<file path="config.mk">
export PLATFORM = sky130hd
export DESIGN_NAME = pwm_multi_controller
export DESIGN_NICKNAME = d
export VERILOG_FILES = /design/src/rtl/pwm_multi_controller.sv
export SDC_FILE = /design/constraint.sdc
export NUM_CORES = 1
export LEC_CHECK = 0
export CORE_UTILIZATION = 61
export CTS_CLUSTER_DIAMETER = 120
export DETAILED_ROUTE_END_ITERATION = 8
export PLACE_DENSITY = 0.82
export SLEW_MARGIN = 25
export SYNTH_ARGS = -nofsm -noshare
export SYNTH_HDL_FRONTEND = slang
export SYNTH_SLANG_ARGS = --single-unit
</file>
<file path="constraint.sdc">
create_clock -name clk -period 2.9 [get_ports clk]
set_input_delay 0.29 -clock clk [delete_from_list [all_inputs] [get_ports clk]]
set_output_delay 0.29 -clock clk [all_outputs]
set_load 0.05 [all_outputs]
</file>
<file path="src/rtl/pwm_multi_controller.sv">
// -----------------------------------------------------------------------------
// pwm_multi_controller
//
// Multi-channel PWM generator for the motor-speed outputs. Each channel takes
// an IN_W-bit speed code and expands it to a CNT_W-bit duty by replicating the
// code, so code 0 is 0 % and full-scale is 100 %. Writes land in a shadow
// register and reach the active compare value only at the period boundary,
// so a pulse is never cut short or stretched mid-period.
//
// Optional feature (compile-time macro PWM_RAMP_EN):
//   defined   - at each boundary the active duty moves toward the shadow value
//               by at most RAMP_STEP counts (soft start / soft stop).
//   undefined - at each boundary the active duty takes the shadow value as is.
//
// Ports:
//   clk          in   system clock, rising edge
//   rst          in   synchronous active-high reset
//   wr_en        in   one-cycle write strobe for a channel's speed code
//   wr_ch        in   channel index of the write (indices >= CHANNELS ignored)
//   wr_duty      in   speed code
//   ch_en        in   per-channel enable (level)
//   pwm_out      out  registered PWM outputs
//   period_start out  one-clk pulse marking the start of each PWM period
//   ramp_busy    out  some enabled channel's active duty differs from target
// -----------------------------------------------------------------------------
module pwm_multi_controller #(
   parameter int CHANNELS  = 2,
   parameter int CNT_W     = 8,
   parameter int IN_W      = 4,
   parameter int PRESCALE  = 1,
   parameter int RAMP_STEP = 17,
   localparam int CH_W     = (CHANNELS > 1) ? $clog2(CHANNELS) : 1
) (
   input  logic                clk,
   input  logic                rst,
   input  logic                wr_en,
   input  logic [CH_W-1:0]     wr_ch,
   input  logic [IN_W-1:0]     wr_duty,
   input  logic [CHANNELS-1:0] ch_en,
   output logic [CHANNELS-1:0] pwm_out,
   output logic                period_start,
   output logic                ramp_busy
);

   localparam int REP  = CNT_W / IN_W;
   localparam int PS_W = (PRESCALE > 1) ? $clog2(PRESCALE) : 1;

   localparam logic [PS_W-1:0]  PS_LAST = PS_W'(PRESCALE - 1);
   localparam logic [PS_W-1:0]  PS_ONE  = PS_W'(1);
   // Last counter value of a period is MAX-1; the counter never holds MAX.
   localparam logic [CNT_W-1:0] LAST    = {{(CNT_W-1){1'b1}}, 1'b0};
   localparam logic [CNT_W-1:0] CNT_ONE = CNT_W'(1);
   localparam logic [CNT_W:0]   STEP    = (CNT_W+1)'(RAMP_STEP);
   localparam logic [CH_W:0]    CH_LIM  = (CH_W+1)'(CHANNELS);

   // Replicating the code maps 0 -> 0 and all-ones -> all-ones exactly.
   function automatic logic [CNT_W-1:0] scale_code(input logic [IN_W-1:0] code);
      return {REP{code}};
   endfunction

   // One ramp step toward tgt, done one bit wider than the duty so the gap
   // comparison can never wrap; the step is only added when it stays short
   // of the target, so the result saturates at tgt.
   function automatic logic [CNT_W-1:0] ramp_toward(input logic [CNT_W-1:0] cur,
                                                    input logic [CNT_W-1:0] tgt);
      logic [CNT_W:0]   cur_x;
      logic [CNT_W:0]   tgt_x;
      logic [CNT_W-1:0] nxt;
      cur_x = {1'b0, cur};
      tgt_x = {1'b0, tgt};
      if (tgt_x > cur_x) begin
         if ((tgt_x - cur_x) > STEP) nxt = cur + STEP[CNT_W-1:0];
         else                        nxt = tgt;
      end else begin
         if ((cur_x - tgt_x) > STEP) nxt = cur - STEP[CNT_W-1:0];
         else                        nxt = tgt;
      end
      return nxt;
   endfunction

   logic [PS_W-1:0]                psc_q, psc_d;
   logic [CNT_W-1:0]               count_q, count_d;
   logic [CHANNELS-1:0][CNT_W-1:0] shadow_q, shadow_d;
   logic [CHANNELS-1:0][CNT_W-1:0] active_q, active_d;
   logic [CHANNELS-1:0]            pwm_q, pwm_d;
   logic                           ps_q, ps_d;
   logic                           busy_q, busy_d;
   logic                           tick_s;
   logic                           boundary_s;
   logic                           wr_valid_s;

   // Next-state logic: prescaler, period counter, shadow/active duties, outputs.
   always_comb begin
      tick_s     = (psc_q == PS_LAST);
      boundary_s = tick_s && (count_q == LAST);
      wr_valid_s = wr_en && ({1'b0, wr_ch} < CH_LIM);

      if (tick_s) psc_d = '0;
      else        psc_d = psc_q + PS_ONE;

      if (!tick_s)         count_d = count_q;
      else if (boundary_s) count_d = '0;
      else                 count_d = count_q + CNT_ONE;

      ps_d   = boundary_s;
      busy_d = 1'b0;
      for (int i = 0; i < CHANNELS; i++) begin
         pwm_d[i] = ch_en[i] && (count_q < active_q[i]);
         busy_d   = busy_d | (ch_en[i] && (active_q[i] != shadow_q[i]));

         if (wr_valid_s && (wr_ch == CH_W'(i))) shadow_d[i] = scale_code(wr_duty);
         else                                   shadow_d[i] = shadow_q[i];

         // Disable beats the boundary update; a re-enabled channel idles at 0
         // until the next boundary, so no partial pulse appears.
         if (!ch_en[i]) begin
            active_d[i] = '0;
         end else if (boundary_s) begin
`ifdef PWM_RAMP_EN
            active_d[i] = ramp_toward(active_q[i], shadow_q[i]);
`else
            active_d[i] = shadow_q[i];
`endif
         end else begin
            active_d[i] = active_q[i];
         end
      end
   end

   // State and output registers with synchronous reset.
   always_ff @(posedge clk) begin
      if (rst) begin
         psc_q    <= '0;
         count_q  <= '0;
         shadow_q <= '0;
         active_q <= '0;
         pwm_q    <= '0;
         ps_q     <= 1'b0;
         busy_q   <= 1'b0;
      end else begin
         psc_q    <= psc_d;
         count_q  <= count_d;
         shadow_q <= shadow_d;
         active_q <= active_d;
         pwm_q    <= pwm_d;
         ps_q     <= ps_d;
         busy_q   <= busy_d;
      end
   end

   assign pwm_out      = pwm_q;
   assign period_start = ps_q;
   assign ramp_busy    = busy_q;

endmodule

</file>
Word-level counts from Yosys, hierarchy flattened
Cells that the tools add are included.
{"block": "word_totals", "regBits": 45, "in_bits": 10, "output_inout_bits": 4, "word_cells": 32}
{"block": "classes", "addsub": 2, "magnitude_cmp": 2, "eq_ne": 3, "muxes": 1, "n_bitwise": 5, "reduce_logical": 10}
{"op": "< comparator 8 bit", "count": 2}
{"op": "!= test 8 bit", "count": 2}
{"op": "adder 8 x 1 -> 8 bit (second input constant)", "count": 1}
{"op": "equality test 8 bit (second input constant)", "count": 1}
{"op": "two-way mux 8 bit", "count": 1}
{"op": "logical AND 1 bit", "count": 7}
{"op": "OR reduction 2 bit", "count": 3}
{"op": "NOT 1 bit", "count": 4}
{"op": "adder 1 bit (second input constant)", "count": 1}
{"op": "bitwise OR 1 bit", "count": 1}

Logic depth before layout (Yosys ltp)
{"block": "logic_depth", "ltp_word": 3, "ltp_mapped": 6}

Worst setup path before layout
No wires, ideal clock.
{"block": "synth_path", "path_type": "reg-to-reg", "startpoint": "register active_q[14] (netlist name)", "endpoint": "register pwm_q[1] (netlist: pwm_out[1])", "setup_ps": 59, "t_arrival_ps": 1383, "required_time_ps": 2841, "path_slack_ps": 1458, "path_stages_with_launch": 6, "path_buffers": 0, "synth_period_minus_slack_ps": 1442, "path_cell_list": "dfxtp_1 inv_1 ha_1 a21o_1 a2111oi_0 o31a_1"}
{"block": "synth_via", "elab_chain_len": 2}
{"element": "start, declared", "line_no": "84", "source": "logic [CHANNELS-1:0][CNT_W-1:0] active_q, active_d;"}
{"element": "start signal, assigned", "line_no": "144", "source": "active_q <= active_d;"}
{"element": "< comparator 8 bit", "line_no": "108", "source": "pwm_d[i] = ch_en[i] && (count_q < active_q[i]);"}
{"element": "logical AND 1 bit", "line_no": "108"}
{"element": "end signal, assigned", "line_no": "145", "source": "pwm_q <= pwm_d;"}
{"element": "end, declared", "line_no": "85", "source": "logic [CHANNELS-1:0] pwm_q, pwm_d;"}
No other way between the ends.
A chain may end at the register's enable or synchronous reset.

Worst setup path in the final report
{"block": "layout_path", "startpoint": "register count_q[1]", "endpoint": "register active_q[5] (netlist name)"}
{"block": "layout_via", "elab_chain_len": 2}
{"element": "start, declared", "line_no": "82", "source": "logic [CNT_W-1:0] count_q, count_d;"}
{"element": "start signal, assigned", "line_no": "142", "source": "count_q <= count_d;"}
{"element": "equality test 8 bit", "line_no": "95", "source": "boundary_s = tick_s && (count_q == LAST);"}
{"element": "logical AND 1 bit", "line_no": "95"}
No other way between the ends.

==> impl_metrics.py <==
metrics = {
    "synthesis": {
        "synth_top_area_share_pct": 36.88,
        "yosys.area.top_type": "sky130_fd_sc_hd__dfxtp_1",
        "synth_most_common_cell": "sky130_fd_sc_hd__dfxtp_1",
        "synth-seq-cells": 29,
        "synthArstFlopShare_pct": 0,
        "synth_area_um2": 1574,
        "synth-warning-count": 0,
        "yosys.area_share.adder_pct": 12.72,
        "synth_enable_flop_cells": 0,
        "synth_compound_area_share_pct": 14.86,
        "ys_types": 38,
        "synth_xor_area_share_pct": 6.121,
        "netlist_top_cells_count": "sky130_fd_sc_hd__dfxtp_1, sky130_fd_sc_hd__a21oi_1, sky130_fd_sc_hd__ha_1, sky130_fd_sc_hd__nand3_1, sky130_fd_sc_hd__o21ai_0",
        "synth_seq_area_share_pct": 36.88,
        "postSynthNetCount": 206,
        "muxShareOfSynthArea_pct": 2.544,
        "synthCells": 180,
        "dominant_combinational_cell_family_by_area_after_synthesis": "simple AND/OR/NAND/NOR gates",
        "yosys.area_share.simple_pct": 20.83,
        "synthFlopType": "sky130_fd_sc_hd__dfxtp_1",
        "synth_area_leaders": "sky130_fd_sc_hd__dfxtp_1, sky130_fd_sc_hd__ha_1, sky130_fd_sc_hd__a21oi_1, sky130_fd_sc_hd__xor2_1, sky130_fd_sc_hd__nand3_1",
        "mean_instance_size_in_the_synthesized_netlist_um2": 8.745,
    },
    "timing": {
        "post-route-period-util_pct": 61.04,
        "fmax_ghz": 0.5649,
        "unrepaired_setup_endpoints_after_global_routing": "false",
        "finalClockSkew_ns": 0.01213,
        "layout_min_cycle_time_ns": 1.770,
        "finalMaxSlewViolations": 0,
        "slew_headroom_pct": 64.49,
        "finalSetupTns_ns": 0,
        "hold_viol_final": 0,
        "tightest_slew_ns": 0.5299,
        "final-setup-viol-count": 0,
    },
    "detailed_routing": {
        "ant_nets": 0,
        "drt_iter0_drc": 31,
        "viasPerCell": 5.924,
        "routed_wl_mm": 3.299,
        "via_count": 1321,
        "wl_per_cell_um": 14.79,
        "drc": 0,
        "drt_first_pass_iters": 4,
    },
    "grt": {
        "vias_in_the_first_global_route": 1221,
        "pin_count_of_the_biggest_net_entering_global_routing": 14,
        "antenna_found_initial": 0,
        "globalRouteOverflowTotal": 0,
        "global_route_wire_length_before_repair_mm": 5.388,
        "grt_use_total_pct": 27.54,
    },
    "cells_and_area": {
        "area.sequential_um2": 580.6,
        "post_route_cells_drive_above_1_share_pct": 5.181,
        "multi_input_combinational_cell_area_um2": 902.1,
        "flow.area_growth_from_synthesis_pct": 13.12,
        "finalCoreUtilization_pct": 72.53,
        "finalNetCount": 218,
        "ant_cells": 0,
        "filler_cells": 197,
    },
    "setup_path": {
        "cp_data_required_time_ns": 3.11,
        "slowest_stage": "sky130_fd_sc_hd__dfxtp_1",
        "worst-r2r-cell-count": 4,
        "path_cells": "ha_1 > nand4b_1 > o21ai_0 > a21oi_1",
        "reg2reg_from": "count_q[1]$_SDFFE_PP0N_",
        "path_max_fanout": 13,
        "path_class": "reg2reg",
        "critPathLaunchType": "register",
        "worstReg2RegEnd": "active_q[5]$_SDFFE_PP0P_",
        "worst_ep_arrival_time_ns": 1.98,
        "critPathCaptureType": "register",
        "critPathLaunch": "count_q[1]$_SDFFE_PP0N_",
        "delay_of_the_slowest_critical_path_stage_ns": 0.50,
        "r2r_setup_slack_ns": 1.13,
    },
    "clocking": {
        "tritoncts": "built",
        "numCtsBuffers": 5,
        "post_cts_buffers": 0,
        "holdBufCountCts": 0,
        "clk_transition_reported_paths_ns": 0.09,
        "cts_num_sinks": 29,
        "clk-insertion-delay-late_ns": 0.34,
        "cts.htree.levels": 2,
        "ctsRootBufferMaster": "sky130_fd_sc_hd__clkbuf_4",
        "cts_repair_resize_count": 0,
        "maximum_clock_insertion_buffer_count": 2,
    },
    "floorplan": {
        "core_um2": 2455,
        "die_height_um": 52.80,
        "chipWidth_um": 52.80,
        "ioPinCount": 14,
        "start_util_pct": 64.12,
        "die_area_um2": 2787,
        "num_rows": 18,
    },
    "placement": {
        "port_buffers": 13,
        "post-dp-hpwl_mm": 2.415,
        "gpl.final_weighted_congestion": 0.8159,
    },
    "worst_hold_path": {
        "worstHoldStart": "shadow_q[6]$_SDFFE_PP0P_",
        "hold_depth": 2,
        "min-delay-path-class": "reg2reg",
        "timing.hold.worst_endpoint": "active_q[6]$_SDFFE_PP0P_",
    },
    "pwr": {
        "finalPower_mw": 0.8530,
        "power.density_nw_per_um2": 479.1,
        "power.static_leakage_nw": 0.7275,
        "peakVddDrop_uv": 607.4,
    },
    "run_status": {
        "outcome": "completed",
    },
    "job": {
        "maxCapViolCount": 0,
    },
}
-- kinds of logic after synthesis --
logic type / count (synthesis)
other cells: 1
mux: 4
compound gates: 40
buf+inv: 19
fa+ha+maj: 16
flops: 29
simple gates: 60
xor+xnor: 11
-- cell usage in the layout, fill, tap and decap left out, drive strengths merged, types with 4 or more instances in the layout --
cell type and instances:
dfxtp 29, a21oi 17, nand3 14, clkdlybuf4s50 13
nor2 11, o21ai 12, nand2b 4, ha 16
clkbuf 7, mux2i 4, xor2 9, inv 10
nor3 5, nand2 10
-- metal layers --
layer	routed length, µm	global-route usage, %
met3	165	9.855
met2	1565	44.73
met1	1529	32.80
met4	39	10.53
met5	0	0
-- state kept, by name, indices dropped and copies added, names as in the netlist --
name          count
count_q           8
shadow_q          8
period_start      1
ramp_busy         1
psc_q             1
pwm_out           2
active_q          8
-- cell type report --
class | count | area share [%]
clock buffer | 7 | 3.092
clock inverter | 1 | 1.687
inverter | 10 | 2.108
multi-input combinational | 132 | 50.67
sequential | 29 | 32.61
tap | 30 | 2.108
timing repair buffer | 14 | 7.730
-- where the power goes --
| part | internal [mW] | switching (mW) | leakage (nW) |
|---|---|---|---|
| Combinational | 0.0393 | 0.0421 | 0.446 |
| Sequential | 0.410 | 0.0147 | 0.236 |
| Clock | 0.206 | 0.141 | 0.0455 |
| Total | 0.655 | 0.198 | 0.727 |
-- stage by stage --
stage / area, µm² / worst slack (ns) / hold slack (ns) / std cells
after floorplan: 1574 / 1.458 / 0.4339 / 180
after global placement: 1695 / 1.133 / 0.4778 / 215
after detailed placement: 1695 / 1.081 / 0.4829 / 215
after CTS: 1780 / 1.140 / 0.4958 / 223
after global routing: 1780 / 0.9821 / 0.5162 / 223
final: 1780 / 1.130 / 0.4972 / 223
-- worst max-delay path by stage --
stage | slack [ns] | to
after floorplan | 1.46 | pwm_out[1]$_SDFF_PP0_
after global placement | 1.13 | pwm_out[1]$_SDFF_PP0_
after detailed placement | 1.08 | pwm_out[1]$_SDFF_PP0_
after CTS | 1.14 | active_q[5]$_SDFFE_PP0P_
after global routing | 0.98 | active_q[13]$_SDFFE_PP0P_
final | 1.13 | active_q[5]$_SDFFE_PP0P_
-- critical path: cells and delay by family (launching register included) --
kind,cells,cell delay (ns)
compound gates,2,0.48
fa+ha+maj,1,0.23
flops,1,0.50
simple gates,1,0.44
Power figures use the tool's default switching activity.
